File: src/rtl/vga_timing_gen.sv
// Parametrised VGA raster timing generator: coordinates, strobes, pipelined sync/de.
// Optional completed-frame counter enabled by defining VGA_TIMING_FRAME_COUNT_EN.
module vga_timing_gen #(
   parameter int H_VISIBLE = 640,
   parameter int H_FP      = 16,
   parameter int H_SYNC    = 96,
   parameter int H_BP      = 48,
   parameter int V_VISIBLE = 480,
   parameter int V_FP      = 10,
   parameter int V_SYNC    = 2,
   parameter int V_BP      = 33,
   parameter int HS_POL    = 0,
   parameter int VS_POL    = 0,
   parameter int CW        = 10,
   parameter int PIPE      = 1
) (
   input  logic          clk,
   input  logic          rst,
   input  logic          ce,
   output logic [CW-1:0] x,
   output logic [CW-1:0] y,
   output logic          active,
   output logic          line_start,
   output logic          frame_start,
   output logic          vblank_start,
   output logic          de,
   output logic          hs,
   output logic          vs,
   output logic [15:0]   frame_count
);

   localparam int H_TOTAL  = H_VISIBLE + H_FP + H_SYNC + H_BP;
   localparam int V_TOTAL  = V_VISIBLE + V_FP + V_SYNC + V_BP;
   localparam int HS_START = H_VISIBLE + H_FP;
   localparam int VS_START = V_VISIBLE + V_FP;

   // One extra bit so sync end bounds equal to the total never truncate.
   localparam logic [CW:0] H_LAST_C     = (CW+1)'(H_TOTAL - 1);
   localparam logic [CW:0] V_LAST_C     = (CW+1)'(V_TOTAL - 1);
   localparam logic [CW:0] H_VIS_C      = (CW+1)'(H_VISIBLE);
   localparam logic [CW:0] V_VIS_C      = (CW+1)'(V_VISIBLE);
   localparam logic [CW:0] HS_START_C   = (CW+1)'(HS_START);
   localparam logic [CW:0] HS_END_C     = (CW+1)'(HS_START + H_SYNC);
   localparam logic [CW:0] VS_START_C   = (CW+1)'(VS_START);
   localparam logic [CW:0] VS_END_C     = (CW+1)'(VS_START + V_SYNC);
   localparam logic [CW-1:0] ZERO_C     = CW'(0);
   localparam logic [CW-1:0] ONE_C      = CW'(1);
   localparam logic        HS_ACT_C     = (HS_POL != 0) ? 1'b1 : 1'b0;
   localparam logic        VS_ACT_C     = (VS_POL != 0) ? 1'b1 : 1'b0;

   if ((H_TOTAL > (1 << CW)) || (V_TOTAL > (1 << CW))) begin : g_cw_overflow
      $error("vga_timing_gen: CW=%0d too narrow for H_TOTAL=%0d / V_TOTAL=%0d", CW, H_TOTAL, V_TOTAL);
   end
   if ((PIPE < 0) || (PIPE > 8)) begin : g_pipe_range
      $error("vga_timing_gen: PIPE=%0d outside 0..8", PIPE);
   end

   logic [CW-1:0] x_r;
   logic [CW-1:0] y_r;
   logic [CW:0]   x_ext_s;
   logic [CW:0]   y_ext_s;
   logic          x_last_s;
   logic          y_last_s;
   logic          active_s;
   logic          raw_hs_s;
   logic          raw_vs_s;
   logic          strobe_en_s;
   logic          de_d_s;
   logic          hs_d_s;
   logic          vs_d_s;

   assign x_ext_s  = {1'b0, x_r};
   assign y_ext_s  = {1'b0, y_r};
   assign x_last_s = (x_ext_s == H_LAST_C);
   assign y_last_s = (y_ext_s == V_LAST_C);

   // Raster counters: x every pixel enable, y on the last pixel of each line.
   always_ff @(posedge clk) begin
      if (rst) begin
         x_r <= ZERO_C;
         y_r <= ZERO_C;
      end else if (ce) begin
         if (x_last_s) begin
            x_r <= ZERO_C;
            if (y_last_s) begin
               y_r <= ZERO_C;
            end else begin
               y_r <= y_r + ONE_C;
            end
         end else begin
            x_r <= x_r + ONE_C;
         end
      end
   end

   assign active_s = (x_ext_s < H_VIS_C) && (y_ext_s < V_VIS_C);
   assign raw_hs_s = (x_ext_s >= HS_START_C) && (x_ext_s < HS_END_C);
   assign raw_vs_s = (y_ext_s >= VS_START_C) && (y_ext_s < VS_END_C);

   // Strobes are suppressed while reset is held so no partial-frame tick escapes.
   assign strobe_en_s  = ce & ~rst;
   assign line_start   = strobe_en_s && (x_r == ZERO_C);
   assign frame_start  = line_start && (y_r == ZERO_C);
   assign vblank_start = line_start && (y_ext_s == V_VIS_C);

   if (PIPE == 0) begin : g_nopipe
      assign de_d_s = active_s;
      assign hs_d_s = raw_hs_s;
      assign vs_d_s = raw_vs_s;
   end else begin : g_pipe
      logic [PIPE-1:0] de_pipe_r;
      logic [PIPE-1:0] hs_pipe_r;
      logic [PIPE-1:0] vs_pipe_r;

      // Delay line shifting once per pixel enable; bit 0 is the newest sample.
      always_ff @(posedge clk) begin
         if (rst) begin
            de_pipe_r <= PIPE'(0);
            hs_pipe_r <= PIPE'(0);
            vs_pipe_r <= PIPE'(0);
         end else if (ce) begin
            de_pipe_r <= (de_pipe_r << 1) | PIPE'(active_s);
            hs_pipe_r <= (hs_pipe_r << 1) | PIPE'(raw_hs_s);
            vs_pipe_r <= (vs_pipe_r << 1) | PIPE'(raw_vs_s);
         end
      end

      assign de_d_s = de_pipe_r[PIPE-1];
      assign hs_d_s = hs_pipe_r[PIPE-1];
      assign vs_d_s = vs_pipe_r[PIPE-1];
   end

   assign x      = x_r;
   assign y      = y_r;
   assign active = active_s;
   assign de     = de_d_s;
   assign hs     = hs_d_s ? HS_ACT_C : ~HS_ACT_C;
   assign vs     = vs_d_s ? VS_ACT_C : ~VS_ACT_C;

`ifdef VGA_TIMING_FRAME_COUNT_EN
   logic [15:0] frame_count_r;
   logic        first_seen_r;

   // The first frame_start after reset opens a frame; later ones close one.
   always_ff @(posedge clk) begin
      if (rst) begin
         frame_count_r <= 16'h0000;
         first_seen_r  <= 1'b0;
      end else if (frame_start) begin
         if (first_seen_r) begin
            frame_count_r <= frame_count_r + 16'h0001;
         end else begin
            frame_count_r <= frame_count_r;
         end
         first_seen_r <= 1'b1;
      end
   end

   assign frame_count = frame_count_r;
`else
   assign frame_count = 16'h0000;
`endif

endmodule

File: config.mk
export PLATFORM = sky130hd
export DESIGN_NAME = vga_timing_gen
export DESIGN_NICKNAME = d
export VERILOG_FILES = /design/src/rtl/vga_timing_gen.sv
export SDC_FILE = /design/constraint.sdc
export NUM_CORES = 1
export LEC_CHECK = 0
export BUFFER_PORTS_ARGS = -buffer_cell sky130_fd_sc_hd__buf_2
export CAP_MARGIN = 5
export CORE_MARGIN = 3
export CORE_UTILIZATION = 40
export DETAILED_ROUTE_END_ITERATION = 6
export PLACE_DENSITY = 0.64
export SETUP_SLACK_MARGIN = 0.05
export SLEW_MARGIN = 20
export SYNTH_ARGS = -nofsm -noshare
export SYNTH_HDL_FRONTEND = slang
export SYNTH_SLANG_ARGS = --single-unit
File: constraint.sdc
create_clock -name clk -period 2.4 [get_ports clk]
set_input_delay 0.48 -clock clk [delete_from_list [all_inputs] [get_ports clk]]
set_output_delay 0.48 -clock clk [all_outputs]
set_load 0.01 [all_outputs]
# --- After elaboration in Yosys (flattened, before gate mapping) ---
# Cells that the tools add are included.
op_classes:
  n_addsub: 2
  n_eq_ne: 3
  n_bitwise: 2
  n_reduce_logical: 9
  mux: 4
  n_lt_le_gt_ge: 6
ops:
  columns: ["operator", "n"]
  rows:
  - ["adder 10 x 1 -> 10 bit, second input constant", 2]
  - ["== test 10 bit, second input constant", 2]
  - ["logical NOT 10 bit", 2]
  - ["less-than comparator 10 bit, second input constant", 2]
  - ["less-than comparator 10 x 9 -> 1 bit, second input constant", 2]
  - ["2-to-1 mux 10 bit", 2]
  - ["== test 10 x 9 -> 1 bit, second input constant", 1]
  - [">= comparator 10 bit, second input constant", 1]
  - [">= comparator 10 x 9 -> 1 bit, second input constant", 1]
  - ["logical AND 1 bit", 6]
  - ["2-to-1 mux 1 bit", 2]
  - ["AND reduction 2 bit", 1]
  - ["bitwise AND 1 bit", 1]
  - ["NOT 1 bit", 1]
totals:
  register_bits: 23
  input_bits: 3
  wordCells: 31

# --- Depth between registers and ports, before layout ---
logic_depth:
  depth_word: 4
  ltp_mapped: 7
  mapped_depth_nobuf: 6

# --- Worst setup path after synthesis ---
# No wires, ideal clock.
synth_timing:
  kind: "flip-flop to output port"
  start: "reg x_r[0] (netlist: x[0])"
  end: "out frame_start"
  t_arrival_ns: 1.847
  slack_ns: 0.073
  path_buffers: 0
  t_required_ns: 1.920
  stages_incl_launch_ff: 7
  path_cell_list: "dfxtp_1 inv_1 ha_1 or4bb_1 nor3_2 nand3_1 nor4_1"
synth_via:
  elab_chain_cells: 3
synth_rtl:
  columns: ["item", "line", "rtl"]
  rows:
  - ["from (decl)", "58", "logic [CW-1:0] x_r;"]
  - ["from (signal assigned)", "91", "x_r <= x_r + ONE_C;"]
  - ["logical NOT 10 bit", "102", "assign line_start = strobe_en_s && (x_r == ZERO_C);"]
  - ["logical AND 1 bit", "102", null]
  - ["via line_start", "23", "output logic line_start,"]
  - ["logical AND 1 bit", "103", "assign frame_start = line_start && (y_r == ZERO_C);"]
  - ["to (decl)", "24", "output logic frame_start,"]
# The timed path passes the listed nets, and every way through them passes these cells.

# --- Worst setup path after layout ---
layout_timing:
  start: "reg x_r[9] (netlist: x[9])"
  end: "out vblank_start"
layout_via:
  elab_chain_cells: 3
layout_rtl:
  columns: ["item", "line", "rtl"]
  rows:
  - ["logical NOT 10 bit", "102", null]
  - ["logical AND 1 bit", "102", null]
  - ["logical AND 1 bit", "104", "assign vblank_start = line_start && (y_ext_s == V_VIS_C);"]
  - ["to (decl)", "25", "output logic vblank_start,"]
# No other way between the ends.

==> results.md <==
Worst setup path:
- The worst setup path is launched from a flip-flop.
- The critical path goes through or4_4, nor3_2, nand3_2, nor4_1, buf_2.
- The worst register-to-register path has a setup slack of 0.49 ns.
- The class of the most critical setup path is reg -> out.
- The reg-to-reg endpoint is y[7].
- The worst register-to-register path begins at x[0].
- The slowest cell on the critical path is sky130_fd_sc_hd__or4_4.
- The largest delay contributor family on the critical path is simple AND/OR/NAND/NOR gates.
- The critical path arrival is approximately 1.8 ns.
- Counting cells, the worst reg-to-reg path comes to 6.
- The worst setup path is captured at an output port.
- The maximum fanout along the worst path is 2.
- Counting both buffers and inverters, the worst setup path holds a total of 1.
- The required arrival time at the worst endpoint is around 1.9 ns.
- The largest single stage delay on the critical path is 0.55 ns.

Power and ir drop:
- In this run the power spent charging and discharging nets is 0.1691 mW.
- In this run switching power makes up approximately a quarter of total power.
- The total power divided by cell area is slightly above 400 mW/mm2.
- Per report_power, the clock group accounts for about a third of the total.
- The sequential group share of total power is approximately 56%.
- The internal power of the cells totals approximately 0.53 mW.
- Summing internal, switching and leakage power gives ~0.70 mW.
- The leakage dissipation is 0.7137 nW.
- Across the VDD grid, the largest voltage drop is ~0.27 mV.
- Combinational logic is responsible for 9.8% of the overall power.

Detailed routing:
- The routed wire length per instance is around 13 um.
- Detailed routing placed a total of 1452 um of wire on met2.
- After detailed routing, the number of remaining DRC violations is 0.
- The routed design uses around 270 um of met3 wire.
- Once detail routing completed, the nets flagged for antenna violations numbered 0.
- The iteration count of the initial detailed-routing pass is 4.
- The final layout contains routed wiring with a total length of about 3400 um.
- The top layer used by detailed routing is met4.
- The via count of the routed design is ~1,300.
- The wire length on met1 is approximately 1600 um.
- After detailed routing, the number of vias per cell comes to between 5 and 6.
- For this block, the initial DRC count from the detailed router was 84.

Placement:
- The number of input and output port buffers inserted is 29.
- Detailed placement ended at an HPWL of 2598 um.
- The routability congestion estimate is between 0.8 and 0.9.
- After detailed placement, the design holds a cell count of between 200 and 250.

Worst hold path:
- The path type of the worst min-delay path is reg -> reg.
- The cell depth of the worst hold path is 2.
- In this run the most critical hold path is launched from g_pipe.vs_pipe_r.
- The worst hold path terminates at g_pipe.vs_pipe_r.

Synthesis:
- The top cell type by area accounts for a little under a third of the synthesized area.
- Averaged over all synthesized cells, the footprint is 8.606 um2.
- The count of yosys warnings during synthesis is 0.
- In this run the cell area of the synthesized design comes to about 0.0015 mm2.
- The synthesized netlist contains 39 unique library cells.
- The number of standard cells after synthesis is approximately 170.
- The share of synthesized area occupied by flip-flops and latches is 31.11%.
- After synthesis, the cell types taking the most area are sky130_fd_sc_hd__dfxtp_1 31%, sky130_fd_sc_hd__buf_4 9.6%, sky130_fd_sc_hd__xnor2_1 6.5%, sky130_fd_sc_hd__nand4_1 5.1%, sky130_fd_sc_hd__nor2_1 5.1%.
- The library cell with the largest summed area after synthesis is sky130_fd_sc_hd__dfxtp_1.
- The post-synthesis sequential element count is 23.

Finish:
- Cells with a size suffix above 1 make up roughly 28% of the layout.
- The final instance count without filler cells is around 250.
- The library cells used most frequently in the layout, excluding fill and tap cells, are 29 x sky130_fd_sc_hd__buf_2, 23 x sky130_fd_sc_hd__dfxtp_1, 20 x sky130_fd_sc_hd__nor2_1, 16 x sky130_fd_sc_hd__conb_1, 14 x sky130_fd_sc_hd__buf_4.
- The antenna diode instance count is 0.
- The final core area utilization is about half.
- Compared with the post-synthesis result, the final layout area differs by 13.52%.
- The most common cell after layout, fill and taps aside is sky130_fd_sc_hd__buf_2.
- The final layout contains between 200 and 250 nets.

Global route:
- The number of antenna violations at the first check in global routing was 0.
- The pin count of the biggest net entering global routing is 13.
- Global routing finished with a remaining overflow of 0.
- For this run, the total global-route usage over all layers was measured as 16.73%.
- The via count of the first global-routing pass is ~1,100.
- The wire length of the first global-routing pass is ~5600 um.

Die:
- The floorplan die area is about 0.0045 mm2.
- Once the floorplan was initialized, standard cells occupied between 40% and 50% of the core.
- The region available for standard cell placement spans roughly 0.0034 mm2.
- The height of the die is around 67 um.
- The die is about 67 um wide.
- The placement row count is 21.
- Pin placement for this block handled 46 I/O pins.

Clock network:
- Clock tree synthesis selected as its root buffer the cell sky130_fd_sc_hd__clkbuf_8.
- In this run the deepest clock path goes through 2 buffers.
- The clock latency of the later-clocked register in the worst-skew pair is ~0.26 ns.
- The number of clock sinks seen by CTS is 23.
- Clock tree synthesis inserted a total of 3 buffers.
- The clock input transition at the sequential cells of the worst setup and hold paths is 0.08 ns.
- The total of hold buffers inserted after clock tree synthesis is 0.
- The maximum level of the CTS H-tree is 1.
- TritonCTS built the clock tree.
- The number of buffers inserted to repair setup after CTS is 0.

STA:
- The setup TNS after final layout is 0 ns.
- Setup violations remaining at the end of the flow were counted as 0.
- Setup repair after global routing could not meet its margin everywhere.
- The tightest hold path in the finished design has a slack of 0.4577 ns.
- For this run, the top clock speed supported by timing is 442.5 MHz.
- For the final database, setup skew stands at between 0.002 and 0.003 ns.
- The portion of the clock cycle consumed by the worst path in the final layout is between 90 and 100%.
- The number of hold violations in the final report is 0.
- The worst path needs 2.260 ns of the cycle, external delays included.
- The max-slew violation count is 0.

Job:
- Max-cap violations in this run came to 0.

Status:
- The flow ran to the end, and the final reports show no timing, DRC or antenna violations.
final cells by class:
cell class                      instances  area [um2]
Timing Repair Buffer                   43       250.2
Tap cell                               46       57.56
Inverter                                8       30.03
Fill cell                             355        1762
Multi-Input combinational cell        127       837.1
Clock buffer                            4       45.04
Sequential cell                        23       460.4
how the worst max path moves through the flow:
stage | depth (start not counted) | slack, ns | end | start
2_1_floorplan | 6 | 0.07 | frame_start | x[0]
3_3_place_gp | 6 | 0.15 | frame_start | rst
3_5_place_dp | 6 | 0.12 | frame_start | rst
4_1_cts | 5 | 0.07 | frame_start | x[9]
5_1_grt | 7 | 0.005 | frame_start | x[0]
6_report | 5 | 0.14 | vblank_start | x[9]
sequential cells by signal (all words and copies together), names as in the netlist:
name,flops
g_pipe.hs_pipe_r,1
y,10
x,10
de,1
g_pipe.vs_pipe_r,1
worst register-to-register path: cells and delay by family, from the launching register on:
kind          cells  cell delay [ns]
buf+inv           1             0.15
mux               1             0.26
flops             1             0.34
simple gates      3             0.81
fa+ha+maj         1             0.26
power groups by stage:
| stage | registers, mW | clock network [mW] | logic [mW] |
|---|---|---|---|
| 6_report | 0.388 | 0.241 | 0.0680 |
| 5_1_grt | 0.389 | 0.265 | 0.0764 |
| 4_1_cts | 0.388 | 0.249 | 0.0661 |
| 3_5_place_dp | 0.397 | 0 | 0.0664 |
| 3_3_place_gp | 0.397 | 0 | 0.0666 |
| 2_1_floorplan | 0.401 | 0 | 0.0569 |
kinds of logic after synthesis:
logic type / Yosys count / synth area share [%]
adder cells (fa/ha/maj): 4 / 3.381
multiplexers: 4 / 2.705
buffers and inverters: 37 / 17.16
other: 1 / 0.2533
flip-flops: 23 / 31.11
XOR/XNOR: 15 / 8.875
AND/OR/NAND/NOR: 78 / 31.87
AO/OA/AOI/OAI: 10 / 4.650
metal layers:
layer	track usage, %	up-vias
met5	0	-
met4	7.360	0
met3	2.361	4
met2	23.39	58
met1	24.97	571
li1	-	634
through the flow:
stage               instance area, um2  setup WS [ns]
floorplan                         1536        0.07298
finish                            1680         0.1403
global placement                  1620         0.1514
detailed placement                1620         0.1175
global route                      1680       0.004639
CTS                               1665        0.06633
cell usage after synthesis, drive strengths merged:
| cell | number |
|---|---|
| conb | 1 |
| or3 | 1 |
| nor3 | 9 |
| or2 | 1 |
| o311ai | 1 |
| a211oi | 1 |
| inv | 8 |
| nand4b | 2 |
| or4 | 3 |
| clkbuf | 6 |
| nor2 | 21 |
| buf | 23 |
| ha | 4 |
| or4b | 1 |
| a21oi | 4 |
| xor2 | 4 |
| nor4 | 10 |
| o211a | 1 |
| and4 | 1 |
| o21a | 1 |
| a21o | 1 |
| and3 | 2 |
| nand3 | 7 |
| nand4 | 12 |
| nand2 | 7 |
| mux2i | 4 |
| or4bb | 1 |
| xnor2 | 11 |
| a31oi | 1 |
| dfxtp | 23 |
timing repair:
item                                    4_1_cts  5_1_grt
endpoints found under the setup margin        2        2
pin swaps                                     4        0
resized for setup                             0        3
(Power assumes the default switching activity.)
